===== src/rtl/mode_counter.sv =====
// mode_counter: bounded up/down counter over 0..max-1 with wrap or saturate
// behaviour, an enable prescaler, synchronous clear/load and a registered
// terminal-count pulse.
module mode_counter #(
  parameter int DATA_SIZE = 4,
  parameter int PRESCALE  = 1,
  parameter bit SATURATE  = 1'b0
) (
  input  logic                 clk,
  input  logic                 rst_n,
  input  logic                 counting,
  input  logic                 up_dn,
  input  logic                 clear,
  input  logic                 load,
  input  logic [DATA_SIZE-1:0] load_val,
  input  logic [DATA_SIZE-1:0] max,
  output logic [DATA_SIZE-1:0] ctr_out,
  output logic                 tc,
  output logic                 at_bound
);

  localparam int PRE_W = (PRESCALE > 1) ? $clog2(PRESCALE) : 1;
  localparam logic [PRE_W-1:0]     PRE_LAST = PRE_W'(PRESCALE - 1);
  localparam logic [PRE_W-1:0]     PRE_ONE  = PRE_W'(1);
  localparam logic [DATA_SIZE-1:0] ONE      = DATA_SIZE'(1);

  logic [PRE_W-1:0]     pre;
  logic                 max_zero;
  logic [DATA_SIZE-1:0] max_m1;
  logic [DATA_SIZE-1:0] load_clamp;
  logic                 step;
  logic [DATA_SIZE:0]   step_res;

  // Next {tc, count} for one step. max-1 is supplied pre-computed and is only
  // meaningful when max != 0; the max == 0 case forces the count to 0.
  function automatic logic [DATA_SIZE:0] step_next(
    input logic [DATA_SIZE-1:0] cur,
    input logic [DATA_SIZE-1:0] mx,
    input logic [DATA_SIZE-1:0] mx_m1,
    input logic                 mx_zero,
    input logic                 dir_up
  );
    logic [DATA_SIZE-1:0] nxt;
    logic                 pulse;
    nxt   = cur;
    pulse = 1'b0;
    if (mx_zero) begin
      nxt = '0;
    end else if (dir_up) begin
      if (cur < mx_m1) begin
        nxt   = cur + ONE;
        pulse = SATURATE && (nxt == mx_m1);
      end else if (SATURATE) begin
        // Already at (or beyond, after max was lowered) the upper bound.
        nxt   = mx_m1;
        pulse = (cur >= mx);
      end else begin
        nxt   = '0;
        pulse = 1'b1;
      end
    end else begin
      if (cur >= mx) begin
        // Out of range after max was lowered: snap to top without a pulse.
        nxt = mx_m1;
      end else if (cur == '0) begin
        if (!SATURATE) begin
          nxt   = mx_m1;
          pulse = 1'b1;
        end
      end else begin
        nxt   = cur - ONE;
        pulse = SATURATE && (cur == ONE);
      end
    end
    return {pulse, nxt};
  endfunction

  assign max_zero   = (max == '0);
  assign max_m1     = max_zero ? '0 : (max - ONE);
  assign load_clamp = max_zero ? '0 : ((load_val >= max) ? max_m1 : load_val);
  assign step       = counting && (pre == PRE_LAST);
  assign step_res   = step_next(ctr_out, max, max_m1, max_zero, up_dn);
  assign at_bound   = !max_zero && (up_dn ? (ctr_out == max_m1) : (ctr_out == '0));

  // Counter, prescaler and tc register: clear > load > step > hold.
  always_ff @(posedge clk or negedge rst_n) begin
    if (!rst_n) begin
      ctr_out <= '0;
      pre     <= '0;
      tc      <= 1'b0;
    end else if (clear) begin
      ctr_out <= '0;
      pre     <= '0;
      tc      <= 1'b0;
    end else if (load) begin
      ctr_out <= load_clamp;
      pre     <= '0;
      tc      <= 1'b0;
    end else begin
      tc <= 1'b0;
      if (counting) begin
        pre <= (pre == PRE_LAST) ? '0 : (pre + PRE_ONE);
        if (step) begin
          {tc, ctr_out} <= step_res;
        end
      end
    end
  end

endmodule

===== config.mk =====
export PLATFORM = sky130hd
export DESIGN_NAME = mode_counter
export DESIGN_NICKNAME = d
export VERILOG_FILES = /design/src/rtl/mode_counter.sv
export SDC_FILE = /design/constraint.sdc
export NUM_CORES = 1
export LEC_CHECK = 0
export BUFFER_PORTS_ARGS = -buffer_cell sky130_fd_sc_hd__buf_2
export CORE_MARGIN = 2
export CORE_UTILIZATION = 50
export CTS_CLUSTER_DIAMETER = 30
export DETAILED_ROUTE_END_ITERATION = 8
export PLACE_DENSITY = 0.74
export RECOVER_POWER = 50
export SLEW_MARGIN = 15
export SYNTH_ARGS = -nofsm -noshare
export SYNTH_HDL_FRONTEND = slang
export SYNTH_SLANG_ARGS = --single-unit

===== constraint.sdc =====
create_clock -name clk -period 4.2 [get_ports clk]
set_input_delay 0.63 -clock clk [delete_from_list [all_inputs] [get_ports clk]]
set_output_delay 0.63 -clock clk [all_outputs]
set_load 0.005 [all_outputs]

==> qor_table.md <==
| Group | Result | Value |
|---|---|---|
| global routing | Overall overflow remaining after global route | 0 |
| clock network | TritonCTS clock tree | done |
| worst setup path | Destination of the worst register-to-register timing path | ctr_out[1] |
| worst setup path | Origin of the critical flop-to-flop path | ctr_out[1] |
| clock network | Post-cts repair resize count | 0 |
| global routing | Number of antenna violations at the first check in global routing | 0 |
| global routing | Overall routing resource usage | 23.44% |
| floorplanning | Initial standard-cell utilization of the core | 52.97% |
| worst setup path | Type of element launching the critical path | primary input |
| worst setup path | WP data arrival | 2.39 ns |
| floorplanning | Die H | 46.54 um |
| pwr | Cell leakage power | 0.5037 nW |
| place | Final RePlAce weighted congestion | 0.8896 |
| pwr | Part of the total power dissipated in the clock network | 19.0% |
| worst setup path | Critical Path Sink Type | primary output |
| pwr | Sequential share of power | 25.2% |
| floorplanning | Horizontal die dimension | 46.54 um |
| floorplanning | Ports | 20 |
| worst setup path | Flop2flop setup slack | 2.19 ns |
| clock network | Master cell of the clock root buffer | sky130_fd_sc_hd__clkbuf_4 |
| timing | Number of failing hold endpoints at the final stage | 0 |
| clock network | Clk pin slew, worst setup/hold paths | 0.04 ns |
| yosys | Distinct cell type count after synthesis | 37 |
| yosys | Per-instance average area after synthesis | 7.866 sq um |
| detailed routing | Routed vias | 916 |
| clock network | Post-CTS setup buffer count | 0 |
| global routing | Largest net degree at the start of global routing | 11 |
| pwr | Power per cell area | 270.2 mW/mm^2 |
| status | Result of the run | finished, final reports clean |
| clock network | TritonCTS buffer count | 3 |
| yosys | Netlist area before placement | 904.6 sq um |
| pwr | Net switching power of the design | 0.0001192 W |
| timing | Worst setup skew after layout | 0.003140 ns |
| worst setup path | CP required | 3.57 ns |
| detailed routing | Via density | 5.725 |
| yosys | FF+latch count, synth | 5 |
| global routing | Global Route met1 Usage | 30.12% |
| global routing | First-pass GRT wire length | 3560 um |
| yosys | Synthesized netlist net count | 145 |
| timing | Post-layout minimum cycle time | 3.019 ns |
| final layout | Fraction of layout cells with a size suffix above 1 | 18.52% |
| yosys | Top post-synthesis cells by area | sky130_fd_sc_hd__ha_1, sky130_fd_sc_hd__dfrtp_1, sky130_fd_sc_hd__a21oi_1 |
| final layout | Most common cell after layout, fill and taps aside | sky130_fd_sc_hd__buf_2 |
| pwr | Total internal power | 0.0001628 W |
| yosys | Warnings from Yosys | 0 |
| worst setup path | R2R depth | 6 |
| clock network | Maximum buffer depth of the clock tree | 2 |
| final layout | Relative area change from synthesis to final layout | 15.35% |
| detailed routing | Number of antenna-violating nets in the routed design | 0 |
| run | Reported max-cap violation count | 0 |
| detailed routing | DR iter-0 viols | 27 |
| worst setup path | Category of the most critical setup path | primary input to primary output |
| worst setup path | Last element of the critical path | at_bound |
| pwr | Net switching share of the total power | 42.27% |
| timing | Worst-Margin Slew | 0.4772 ns |
| place | PortBufs | 19 |
| worst setup path | Launching element of the worst setup path | max[0] |
| global routing | Met2 track demand over resource in global routing | 41.11% |
| final layout | Leading cell types in the layout, fill and taps excluded | sky130_fd_sc_hd__buf_2, sky130_fd_sc_hd__ha_1, sky130_fd_sc_hd__nor2_1, sky130_fd_sc_hd__nand2_1 |
| detailed routing | Total length of routed wires | 2247 um |
| floorplanning | Die ar. | 0.002166 sq mm |
| detailed routing | Drt first pass iters | 4 |
| floorplanning | Placeable core region | 0.001708 sq mm |
| yosys | Yosys top cell area share | 22.13% |
| yosys | Cell accounting for the most synthesized area | sky130_fd_sc_hd__ha_1 |
| clock network | Worst-Skew Late Latency | 0.24 ns |
| place | Post-DP HPWL | 1825 um |
| timing | Number of slew-limit violations in the final report | 0 |
| pwr | Total chip power | 0.0002820 W |
| floorplanning | Standard-cell rows | 15 |
| hold path | Hold crit path type | primary input to async pin |
| timing | RSZ-0062 raised after global routing | no |
| clock network | Total number of clock tree sinks | 5 |
| clock network | Hold bufs inserted after CTS | 0 |
| timing | Final setup violation count | 0 |
| timing | FMAX | 331.2 MHz |
| final layout | Number of nets in the finished design | 166 |
| timing | Max-slew headroom at the worst pin | 67.94% |
| global routing | Met3 layer usage reported by global route | 0.7843% |
| global routing | Most Used Layer, Global Route | met2 |
| global routing | Number of global-route vias before repair | 805 |
| worst setup path | Maximum net fanout on the critical path | 5 |
| pwr | Worst ir drop on vdd | 201.1 uV |
| final layout | Antenna diode count | 0 |
| yosys | Sequential cell area fraction in the yosys report | 13.83% |
| pwr | Power share of the combinational group | 55.8% |
| clock network | Number of levels the H-tree was split into | 1 |
| detailed routing | DRC violations left | 0 |
| yosys | Cell count after synthesis | 115 |
| timing | Final setup TNS | 0 ns |
| detailed routing | Post-DR wirelength/cell | 14.04 um |
| timing | Period utilisation layout | 71.89% |
worst min-delay path by stage:
stage / from / cells past startpoint / end / slack [ns]
floorplan: rst_n / 0 / ctr_out[0] / 0.33
global placement: rst_n / 1 / tc / 0.44
detailed placement: rst_n / 1 / ctr_out[3] / 0.45
CTS: rst_n / 1 / ctr_out[3] / 0.19
global route: rst_n / 1 / tc / 0.26
finish: rst_n / 1 / ctr_out[3] / 0.24
layout make-up:
cell class	count	area [sq um]
clock buffers	4	26.28
fillers	170	664.4
inverters	9	33.78
multi-input cells	98	734.5
flip-flops and latches	5	125.1
repair buffers	19	92.59
well taps	25	31.28
kinds of logic (layout without fill, tap and decap cells):
kind of cell,count (synthesis),count (layout),share of synthesized area [%]
AO/OA/AOI/OAI,30,30,25.04
XOR/XNOR,4,4,3.872
adder cells (fa/ha/maj),16,16,22.13
buffers and inverters,12,32,4.979
flip-flops,5,5,13.83
multiplexers,3,3,3.320
AND/OR/NAND/NOR,45,45,26.83
power by group through the flow:
stage | registers (W) | clock network, W | logic [W]
6_report | 0.0000710 | 0.0000537 | 0.000157
3_5_place_dp | 0.0000717 | 0 | 0.000156
4_1_cts | 0.0000710 | 0.0000574 | 0.000156
5_1_grt | 0.0000731 | 0.0000574 | 0.000177
3_3_place_gp | 0.0000716 | 0 | 0.000152
2_1_floorplan | 0.0000650 | 0 | 0.000117
cells in the mapped netlist:
master and instances:
sky130_fd_sc_hd__or3b_2 1, sky130_fd_sc_hd__o211a_1 1, sky130_fd_sc_hd__dfrtp_1 5, sky130_fd_sc_hd__nor3b_2 1, sky130_fd_sc_hd__mux2i_1 3, sky130_fd_sc_hd__o211ai_1 1
sky130_fd_sc_hd__o221ai_1 2, sky130_fd_sc_hd__ha_1 16, sky130_fd_sc_hd__a21oi_1 9, sky130_fd_sc_hd__nor3b_1 2, sky130_fd_sc_hd__a211oi_1 1, sky130_fd_sc_hd__nand3_1 5
sky130_fd_sc_hd__o21ai_0 4, sky130_fd_sc_hd__a32oi_1 1, sky130_fd_sc_hd__and2_1 1, sky130_fd_sc_hd__xnor2_1 4, sky130_fd_sc_hd__nand2b_1 2, sky130_fd_sc_hd__nor4_1 1
sky130_fd_sc_hd__a21boi_0 1, sky130_fd_sc_hd__nand2_1 10, sky130_fd_sc_hd__a22oi_2 1, sky130_fd_sc_hd__or2_4 1, sky130_fd_sc_hd__a31o_1 1, sky130_fd_sc_hd__a211o_1 1
sky130_fd_sc_hd__a21o_1 1, sky130_fd_sc_hd__o21a_1 3, sky130_fd_sc_hd__nand4bb_1 1, sky130_fd_sc_hd__nor2b_1 2, sky130_fd_sc_hd__clkbuf_1 3, sky130_fd_sc_hd__o31ai_1 2
sky130_fd_sc_hd__nor2_1 10, sky130_fd_sc_hd__and2b_1 1, sky130_fd_sc_hd__nor3_1 4, sky130_fd_sc_hd__or3_1 2, sky130_fd_sc_hd__a2111oi_4 1, sky130_fd_sc_hd__and4_1 1
sky130_fd_sc_hd__inv_1 9
metal layers:
layer	wire, um	vias to the layer above	share of wire (%)
met3	103	2	4.6
met4	12	0	0.53
li1	-	461	-
met2	1147	28	51
met1	984	425	44
met5	0	-	0
state kept, by name, indices dropped and copies added, names as in the netlist:
name,flops
ctr_out,4
tc,1
critical path, stage by stage:
cell and delay, ns:
sky130_fd_sc_hd__buf_2 0.14, sky130_fd_sc_hd__inv_1 0.08, sky130_fd_sc_hd__ha_1 0.21, sky130_fd_sc_hd__and2b_1 0.15
sky130_fd_sc_hd__a21oi_1 0.39, sky130_fd_sc_hd__ha_1 0.32, sky130_fd_sc_hd__nand3_1 0.13, sky130_fd_sc_hd__nor2_1 0.06
sky130_fd_sc_hd__a21oi_1 0.11, sky130_fd_sc_hd__nor2_1 0.05, sky130_fd_sc_hd__buf_2 0.14
stage by stage:
stage | cells | setup WS (ns) | hold WS [ns] | cell area (sq um) | util (%)
2_1_floorplan | 115 | 1.728 | 0.3344 | 904.6 | -
4_1_cts | 160 | 1.167 | 0.1893 | 1046 | 61.25
6_report | 160 | 1.181 | 0.2375 | 1044 | 61.10
5_1_grt | 160 | 1.019 | 0.2579 | 1044 | 61.10
3_5_place_dp | 156 | 1.171 | 0.4483 | 1020 | 59.71
3_3_place_gp | 156 | 1.199 | 0.4435 | 1020 | 59.71
No activity file was read; power rests on OpenSTA's default activity.
